File: config.mk
export PLATFORM = sky130hd
export DESIGN_NAME = i2s_pattern_source
export DESIGN_NICKNAME = d
export VERILOG_FILES = /design/src/rtl/i2s_pattern_source.sv
export SDC_FILE = /design/constraint.sdc
export NUM_CORES = 1
export LEC_CHECK = 0
export ABC_AREA = 1
export CORE_MARGIN = 1.5
export CORE_UTILIZATION = 53
export CTS_CLUSTER_SIZE = 12
export DETAILED_ROUTE_END_ITERATION = 6
export PLACE_DENSITY = 0.77
export SLEW_MARGIN = 20
export SYNTH_ARGS = -nofsm -noshare
export SYNTH_HDL_FRONTEND = slang
export SYNTH_SLANG_ARGS = --single-unit
File: constraint.sdc
create_clock -name HCLK -period 3.8 [get_ports HCLK]
set_clock_uncertainty 0.2 [all_clocks]
set_input_delay 0.76 -clock HCLK [delete_from_list [all_inputs] [get_ports HCLK]]
set_output_delay 0.76 -clock HCLK [all_outputs]
set_load 0.01 [all_outputs]
File: src/rtl/i2s_pattern_source.sv
// I2S slave transmitter that shifts constant, ramp or LFSR test patterns onto DIN, following
// the receiver's BCLK/WS. Define I2S_SRC_LFSR_EN to build the LFSR generator; otherwise mode 2 acts as constant.
module i2s_pattern_source #(
  parameter int          SAMPLE_W  = 24,
  parameter int          SLOT_W    = 32,
  parameter int          RAMP_STEP = 1,
  parameter logic [31:0] LFSR_SEED = 32'h0000_0001
) (
  input  logic                HCLK,
  input  logic                HRESET,
  input  logic                en,
  input  logic [1:0]          mode,
  input  logic                stereo,
  input  logic [SAMPLE_W-1:0] const_val,
  input  logic                BCLK,
  input  logic                WS,
  output logic                DIN,
  output logic [15:0]         frame_cnt,
  output logic                sample_strobe
);

  localparam logic [1:0] MODE_RAMP = 2'd1;

  // Per-frame state captured at the left slot start; the right slot replays it.
  typedef struct packed {
    logic                active;
    logic                stereo;
    logic [SAMPLE_W-1:0] left;
  } frame_t;

  logic [1:0]          bclk_sync, ws_sync;
  logic                bclk_d, bclk_rise, bclk_fall;
  logic                ws_q, armed;
  logic                load, load_left;
  logic [SAMPLE_W-1:0] ramp_acc, gen_val, left_val, right_val;
  logic [SLOT_W-1:0]   word, shreg;
  logic [5:0]          bits_sent;
  frame_t              frm;

  always_ff @(posedge HCLK or posedge HRESET) begin
    if (HRESET) begin
      bclk_sync <= '0;
      ws_sync   <= '0;
      bclk_d    <= 1'b0;
    end else begin
      bclk_sync <= {bclk_sync[0], BCLK};
      ws_sync   <= {ws_sync[0], WS};
      bclk_d    <= bclk_sync[1];
    end
  end

  assign bclk_rise = bclk_sync[1] & ~bclk_d;
  assign bclk_fall = ~bclk_sync[1] & bclk_d;

  // A WS change seen on a rise arms a slot start; the following fall loads the word (one-BCLK delay).
  always_ff @(posedge HCLK or posedge HRESET) begin
    if (HRESET) begin
      ws_q  <= 1'b0;
      armed <= 1'b0;
    end else if (bclk_rise) begin
      ws_q <= ws_sync[1];
      if (ws_sync[1] != ws_q) armed <= 1'b1;
    end else if (bclk_fall) begin
      armed <= 1'b0;
    end
  end

  assign load      = bclk_fall & armed;
  assign load_left = load & ~ws_q;

`ifdef I2S_SRC_LFSR_EN
  localparam logic [1:0] MODE_LFSR = 2'd2;
  logic [31:0] lfsr;

  always_ff @(posedge HCLK or posedge HRESET) begin
    if (HRESET)                                 lfsr <= LFSR_SEED;
    else if (load_left && en && mode == MODE_LFSR) lfsr <= {lfsr[30:0], lfsr[31] ^ lfsr[21] ^ lfsr[1] ^ lfsr[0]};
  end
`else
  logic unused_seed;
  assign unused_seed = ^LFSR_SEED;
`endif

  always_comb begin
    gen_val = const_val;
    case (mode)
      MODE_RAMP: gen_val = ramp_acc;
`ifdef I2S_SRC_LFSR_EN
      MODE_LFSR: gen_val = lfsr[SAMPLE_W-1:0];
`endif
      default:   gen_val = const_val;
    endcase
  end

  always_ff @(posedge HCLK or posedge HRESET) begin
    if (HRESET)                                    ramp_acc <= '0;
    else if (load_left && en && mode == MODE_RAMP) ramp_acc <= ramp_acc + SAMPLE_W'(RAMP_STEP);
  end

  always_ff @(posedge HCLK or posedge HRESET) begin
    if (HRESET) begin
      frm           <= '0;
      frame_cnt     <= '0;
      sample_strobe <= 1'b0;
    end else begin
      sample_strobe <= load_left & en;
      if (load_left) begin
        frm.active <= en;
        frm.stereo <= stereo;
        frm.left   <= left_val;
        if (en) frame_cnt <= frame_cnt + 16'd1;
      end
    end
  end

  assign left_val = en ? gen_val : '0;

  always_comb begin
    right_val = '0;
    if (frm.active) right_val = frm.stereo ? (~frm.left + SAMPLE_W'(1)) : frm.left;
  end

  // Sample MSB-aligned in the slot, unused LSBs zero.
  always_comb begin
    word = '0;
    word[SLOT_W-1 -: SAMPLE_W] = load_left ? left_val : right_val;
  end

  always_ff @(posedge HCLK or posedge HRESET) begin
    if (HRESET) begin
      shreg     <= '0;
      bits_sent <= 6'(SLOT_W);
      DIN       <= 1'b0;
    end else if (load) begin
      shreg     <= word;
      bits_sent <= 6'd1;
      DIN       <= word[SLOT_W-1];
    end else if (bclk_fall) begin
      if (bits_sent < 6'(SLOT_W)) begin
        shreg     <= shreg << 1;
        bits_sent <= bits_sent + 6'd1;
        DIN       <= shreg[SLOT_W-2];
      end else begin
        DIN <= 1'b0;
      end
    end
  end

endmodule

# Yosys cells after proc, flatten, opt, wreduce, memory -nomap -nowiden
# Index checks and enable logic that the tools add are counted.
[classes]
bitwise_logic = 9
reduce_logical = 8
n_mux = 17
add_sub_neg = 4
eq_ne = 3
order_cmp = 1
[ops]
columns = ["cell", "n"]
rows = [
  ["two-way mux 24 bit", 5],
  ["two-way mux 31 bit", 3],
  ["adder 24 x 1 -> 24 bit (second input constant)", 2],
  ["inverter 24 bit", 1],
  ["two-way mux 6 bit", 3],
  ["adder 16 x 1 -> 16 bit (second input constant)", 1],
  ["adder 6 x 1 -> 6 bit (second input constant)", 1],
  ["< comparator 6 bit (second input constant)", 1],
  ["two-way mux 1 bit", 6],
  ["AND reduction 2 bit", 3],
  ["nonzero test 2 bit", 3],
  ["AND 1 bit", 5],
  ["inverter 1 bit", 3],
  ["equality test 2 x 1 -> 1 bit (second input constant)", 1],
  ["logical AND 1 bit", 2],
  ["!= test 2 x 1 -> 1 bit (second input constant)", 1],
  ["!= test 1 bit", 1],
]
[word_totals]
word_cells = 56
in_bits = 32
reg_bits = 112
out_inout_bits = 18

# Depth between registers and ports, before layout
# Gate-level depths: netlist of run 1.
[logic_depth]
depth_word = 6
depth_mapped = 12
ltp_nobuf = 12

# Worst setup path before layout of run 1
# Ideal clock, no wire load.
[synth_timing]
path_kind = "input-to-reg"
start = "input port mode[1]"
end = "register ramp_acc[16]"
cell_stages = 10
setup_ns = 0.119
t_arrival_ns = 1.668
n_path_buf = 1
setup_slack_ns = 1.813
t_required_ns = 3.481
path_cell_list = "inv_1 > nand2_1 > clkinv_1 > nand2_4 > buf_6 > nor2_4 > nand2_1 > inv_2 > nand4_1 > nand2_1"
[synth_via]
elab_chain_len = 2
[synth_rtl]
columns = ["item", "line_no", "text"]
rows = [
  ["start, declared", "12", "input logic [1:0] mode,"],
  ["equality test 2 x 1 -> 1 bit", "97", "else if (load_left && en && mode == MODE_RAMP) ramp_acc <= ramp_acc + SAMPLE_W'(RAMP_STEP);"],
  ["logical AND 1 bit", "97", ""],
  ["end signal, assigned", "97", ""],
  ["end, declared", "35", "logic [SAMPLE_W-1:0] ramp_acc, gen_val, left_val, right_val;"],
]
# Every way passes these cells.
# A chain may end at the register's enable or synchronous reset.

# Worst setup path after layout of run 1
[layout_timing]
start = "register bclk_sync[1]"
end = "register frame_cnt[5]"
[layout_via]
elab_chain_len = 5
[layout_rtl]
columns = ["item", "line_no", "text"]
rows = [
  ["start, declared", "31", "logic [1:0] bclk_sync, ws_sync;"],
  ["start signal, assigned", "46", "bclk_sync <= {bclk_sync[0], BCLK};"],
  ["inverter 1 bit", "53", "assign bclk_fall = ~bclk_sync[1] & bclk_d;"],
  ["AND 1 bit", "53", ""],
  ["AND 1 bit", "68", "assign load = bclk_fall & armed;"],
  ["AND 1 bit", "69", "assign load_left = load & ~ws_q;"],
  ["AND reduction 2 bit (no line)", "--", ""],
  ["end signal, assigned", "111", "if (en) frame_cnt <= frame_cnt + 16'd1;"],
  ["end, declared", "18", "output logic [15:0] frame_cnt,"],
]
# Every way passes these cells.

==> flow_metrics.env, run 1 <==
export IMPL_grtUsageTotal_pct=27.4
export IMPL_cts_buffers=9
export IMPL_grt_pass1_vias=5164
export IMPL_ctsHoldBuffers=0
export IMPL_io_pins=50
export IMPL_fillers=973
export IMPL_grt_ovfl_total=0
export IMPL_peakVddDrop_v=0.000264
export IMPL_insertedDiodeCount=0
export IMPL_worst_slew_pin_slew_ns=0.740
export IMPL_start_util_pct=54.0
export IMPL_grt_setup_unrepaired="false"
export IMPL_postSynthCellCount=759
export IMPL_report_final_slew_viol_count=0
export IMPL_path_clk_slew_ns=0.09
export IMPL_cts_root_buf="clkbuf_8"
export IMPL_max_freq_ghz=0.381
export IMPL_post_route_period_util_pct=69.1
export IMPL_power_density_mw_per_mm2=509
export IMPL_placed_cell_area_sq_mm=0.00640
export IMPL_path_class="flip-flop to flip-flop"
export IMPL_antenna_left=0
export IMPL_rrSetupSlack_ns=1.17
export IMPL_synthesis_area_sq_mm=0.00581
export IMPL_required_ns=3.91
export IMPL_dr_pass1_iters=5
export IMPL_drive_gt1_share_pct=5.98
export IMPL_total_power_mw=3.37
export IMPL_fin_tns_setup_ns=0
export IMPL_cpPeakStageDelay_ns=0.45
export IMPL_place_congestion=0.898
export IMPL_multiInputGateArea_sq_mm=0.00278
export IMPL_cts_tree="yes"
export IMPL_hold_path_class="flip-flop to flip-flop"
export IMPL_seq_area_sq_mm=0.00260
export IMPL_fin_area_sq_mm=0.00662
export IMPL_p_leak_nw=3.15
export IMPL_cts_buffer_depth=2
export IMPL_drc=0
export IMPL_path_delay_family="simple AND/OR/NAND/NOR gates"
export IMPL_setup_violations_final=0
export IMPL_synth_cell_types=42
export IMPL_rows=38
export IMPL_cts_num_sinks=104
export IMPL_die_h_um=108
export IMPL_crit_slowest_cell="nand2_1"
export IMPL_grt_pass1_wl_mm=24.6
export IMPL_yosysSeqAreaShare_pct=44.8
export IMPL_final_min_clock_period_ns=2.63
export IMPL_layout_nets=834
export IMPL_arrival_ns=2.73
export IMPL_drt_initial_drc_count=314
export IMPL_wl_per_cell_um=15.3
export IMPL_vias=5170
export IMPL_drt_total_wl_mm=14.4
export IMPL_path_cells="nor2_4, nand2_4, nor2_8, nand2_1, or2_1, nor2_1, xor2_1"
export IMPL_antenna_found_initial=0
export IMPL_hpwl_mm=10.2
export IMPL_critPathCaptureType="flip-flop"
export IMPL_core_area_sq_mm=0.0107
export IMPL_die_area_sq_mm=0.0116
export IMPL_crit_fanout=27
export IMPL_cap_violations=0
export IMPL_status="completed"
export IMPL_area_growth_pct=14.1
export IMPL_htree_levels=3
export IMPL_crit_buf_inv=0
export IMPL_clock_latency_ns=0.38
export IMPL_finalHoldViolations=0
export IMPL_synth_fp_nets=795
export IMPL_vias_per_cell=5.48
export IMPL_grt_max_degree=59
export IMPL_fin_util_pct=61.6
export IMPL_cts_setup_buffers=0
export IMPL_fp_dieW_um=108
export IMPL_post_cts_resize_count=0
export IMPL_startpoint_type="flip-flop"
export IMPL_yosysWarnings=0
export IMPL_ys_seq_elements=104
export IMPL_synth_avg_cell_area_sq_um=7.65
export IMPL_slew_headroom_pct=50.6
export IMPL_numPortBuffers=49
[final cells by class]
class / instances / area share, %
Sequential cell: 104 / 39.3
Inverter: 76 / 4.34
Timing Repair Buffer: 56 / 8.39
Multi-Input combinational cell: 551 / 42.0
Clock inverter: 5 / 1.19
Tap cell: 140 / 2.64
Clock buffer: 11 / 2.13
[registers in the layout, indices dropped and copies added, names as in the netlist]
signal and cells:
DIN 1, armed 1, bclk_d 1, bits_sent 6
shreg 23, bclk_sync 2, ramp_acc 24, frame_cnt 16
ws_q 1, frm 26, sample_strobe 1, ws_sync 2
[metal layers]
| metal | global-route usage, % | vias up | part of all wire, % |
|---|---|---|---|
| met4 | 12.5 | 0 | 3.3 |
| li1 | - | 2504 | - |
| met3 | 4.06 | 33 | 5.2 |
| met5 | 0 | - | 0 |
| met2 | 46.6 | 166 | 49 |
| met1 | 34.4 | 2467 | 42 |
[cell usage after synthesis, drive strengths merged]
master | number | area, sq um
a22o | 1 | 8.76
or2 | 2 | 12.5
dfstp | 1 | 26.3
nand2 | 238 | 913
dfrtp | 103 | 2580
clkinv | 1 | 3.75
xor2 | 28 | 245
nor2 | 69 | 324
buf | 17 | 97.6
o21ai | 53 | 265
xnor2 | 8 | 70.1
o2bb2ai | 9 | 78.8
nor3 | 12 | 90.1
a21oi | 23 | 115
a31oi | 2 | 12.5
nand3b | 2 | 15.0
and3 | 1 | 6.26
ha | 4 | 50.1
nand4 | 10 | 62.6
mux2 | 1 | 11.3
and2 | 1 | 6.26
a21o | 1 | 7.51
inv | 75 | 282
clkbuf | 11 | 41.3
o21bai | 2 | 15.0
o31ai | 1 | 7.51
nand3 | 64 | 325
o22ai | 6 | 37.5
o21a | 13 | 97.6
[final timing paths]
kind,start,to,cells after the start
worst max-delay path,bclk_sync[1],frame_cnt[5],7
min in group asynchronous,HRESET,bits_sent[4],2
worst min-delay path,ws_sync[0],ws_sync[1],0
worst min register to register,ws_sync[0],ws_sync[1],0
worst max register to register,bclk_sync[1],frame_cnt[5],7
max in group asynchronous,HRESET,ramp_acc[14],3
[stage by stage]
stage | cells | setup slack (ns) | hold WS [ns]
global route | 943 | 1.04 | 0.169
CTS | 943 | 1.18 | 0.156
detailed placement | 927 | 0.816 | 0.136
global placement | 927 | 0.865 | 0.132
floorplan | 759 | 0.109 | 0.131
finish | 943 | 1.17 | 0.158
[cell usage in the layout (no fill, tap or decap), types with 3 or more instances in the layout]
cell type        Yosys  layout
xor2_1              28      28
dfrtp_1            103     103
clkbuf_8             0      10
nor3_2               6       6
o22ai_1              6       6
nor2_4               4       4
clkdlybuf4s50_1      0      49
o2bb2ai_1            9       9
nor3_1               6       6
nand2_1            234     234
o21a_1              13      13
a21oi_1             23      22
xnor2_1              8       8
ha_1                 4       4
buf_4                1       6
inv_2                3       3
nor2_1              62      62
o21ai_0             52      52
nand3_1             63      63
nand4_1             10      10
inv_1               72      71
[logic make-up after synthesis]
family | synth area share (%)
mux | 0.194
simple gates | 30.2
buf+inv | 7.31
flops | 44.8
xor+xnor | 5.43
compound gates | 11.1
fa+ha+maj | 0.862
[where the power goes]
part / switching [mW] / internal [mW]
Combinational: 0.670 / 0.414
Clock: 0.388 / 0.390
Sequential: 0.183 / 1.32
Power figures use the tool's default switching activity.
==> inputs of run 2 (changes only) <==
clock period = 2.17 ns   (was 3.8 ns; I/O delays follow)
==> flow_metrics.env, run 2 (same netlist as run 1, synthesis figures left out) <==
export IMPL_fin_tns_setup_ns=0
export IMPL_die_area_sq_mm=0.0116
export IMPL_largest_register_ffs=26
export IMPL_setup_slack_ns=0.115
export IMPL_dpl_worst_slack_ns=-0.0464
export IMPL_numPortBuffers=49
export IMPL_report_final_slew_viol_count=0
export IMPL_rr_startpoint="bclk_sync[1]"
export IMPL_timing_rr_end="frame_cnt[12]"
export IMPL_regMostFlops="frm"
export IMPL_core_area_sq_mm=0.0107
export IMPL_worst_slew_pin_slew_ns=0.428
export IMPL_fin_area_sq_mm=0.00674
export IMPL_place_congestion=0.936
export IMPL_path_delay_family="buffers and inverters"
export IMPL_clock_latency_ns=0.38
export IMPL_peakVddDrop_v=0.000372
export IMPL_grt_max_degree=72
export IMPL_layout_nets=854
export IMPL_hold_path_class="flip-flop to flip-flop"
export IMPL_antenna_found_initial=0
export IMPL_wl_per_cell_um=14.8
export IMPL_finalHoldViolations=0
export IMPL_setup_violations_final=0
export IMPL_cts_root_buf="clkbuf_8"
export IMPL_rows=38
export IMPL_path_clk_slew_ns=0.10
export IMPL_drc=0
export IMPL_crit_buf_inv=1
export IMPL_worstHoldEndpoint="ws_sync[1]"
export IMPL_area_growth_pct=16.0
export IMPL_startpoint_type="flip-flop"
export IMPL_placed_cell_area_sq_mm=0.00656
export IMPL_grt_pass1_vias=5041
export IMPL_drt_total_wl_mm=14.2
export IMPL_grtUsageTotal_pct=26.4
export IMPL_total_power_mw=5.65
export IMPL_critPathCaptureType="output pin"
export IMPL_rrSetupSlack_ns=0.15
export IMPL_slew_headroom_pct=71.2
export IMPL_final_min_clock_period_ns=2.06
export IMPL_drive_gt1_share_pct=8.39
export IMPL_power_density_mw_per_mm2=839
export IMPL_ff2ff_path_depth=10
export IMPL_required_ns=1.54
export IMPL_final_common_cell="nand2_1"
export IMPL_arrival_ns=1.42
export IMPL_grt_setup_unrepaired="true"
export IMPL_vias_per_cell=5.45
export IMPL_crit_fanout=5
export IMPL_max_freq_ghz=0.487
export IMPL_grt_ovfl_total=0
export IMPL_die_h_um=108
export IMPL_fp_dieW_um=108
export IMPL_insertedDiodeCount=0
export IMPL_cts_buffers=9
export IMPL_p_leak_nw=3.21
export IMPL_cap_violations=0
export IMPL_cts_tree="yes"
export IMPL_path_class="flip-flop to output pin"
export IMPL_cts_buffer_depth=2
export IMPL_htree_levels=3
export IMPL_grt_pass1_wl_mm=23.8
export IMPL_holdPathStages=0
export IMPL_post_route_period_util_pct=94.7
export IMPL_final_cell_mix="nand2_1, dfrtp_1, inv_1"
export IMPL_dr_pass1_iters=5
export IMPL_crit_path_start="frame_cnt[8]"
export IMPL_hpwl_mm=10.5
export IMPL_vias=5244
export IMPL_reg_largest_list="frm x26, ramp_acc x24, shreg x23"
export IMPL_cpPeakStageDelay_ns=0.58
export IMPL_hp_start="ws_sync[0]"
export IMPL_start_util_pct=54.0
export IMPL_io_pins=50
export IMPL_cts_num_sinks=104
export IMPL_crit_slowest_cell="clkdlybuf4s50_1"
export IMPL_cts_setup_buffers=0
export IMPL_drt_initial_drc_count=324
export IMPL_status="completed"
export IMPL_path_cells="clkdlybuf4s50_1"
export IMPL_antenna_left=0
[run 2: changes by cell type in the layout (fill, tap and decap cells not counted), moves of 2 or more]
cell	before	now
clkinvlp_4	0	2
clkinv_4	0	2
bufinv_16	2	0
buf_4	6	24
[run 2: metal layers]
metal / wire, um / GRT usage, % / part of all wire [%]
met2: 6880 / 43.2 / 48
met5: 0 / 0 / 0
met4: 480 / 12.4 / 3.4
met3: 596 / 3.63 / 4.2
met1: 6280 / 34.5 / 44
[run 2: per-stage QoR]
step | instances | hold WS (ns) | util (%)
floorplan | 759 | 0.131 | -
global placement | 947 | 0.135 | 61.0
detailed placement | 947 | 0.139 | 61.0
CTS | 962 | 0.155 | 62.5
global route | 962 | 0.164 | 62.7
finish | 962 | 0.147 | 62.7
[run 2: worst max path at each step]
stage / endpoint / cells after the start
4_1_cts: frame_cnt[8] / 1
3_5_place_dp: shreg[10] / 8
2_1_floorplan: DIN / 1
5_1_grt: frame_cnt[12] / 10
6_report: frame_cnt[8] / 1
3_3_place_gp: shreg[12] / 8
[run 2: repair_timing]
item	4_1_cts	5_1_grt
setup endpoints to repair	0	11
hold buffers	0	0
gates resized for setup	0	6
[run 2: report_power, final]
| part | internal (mW) | total (mW) | switching, mW | leakage (nW) |
|---|---|---|---|---|
| Combinational | 0.757 | 1.92 | 1.17 | 1.82 |
| Clock | 0.412 | 1.09 | 0.677 | 0.0821 |
| Sequential | 2.32 | 2.64 | 0.319 | 1.31 |
[run 2: area by class of cell]
type	instances	area (sq um)
clock inverter	5	35.0
timing repair buffer	76	717
sequential	104	2600
fill	983	4010
tap	140	175
inverter	76	289
clock buffer	10	128
multi-input combinational	551	2790
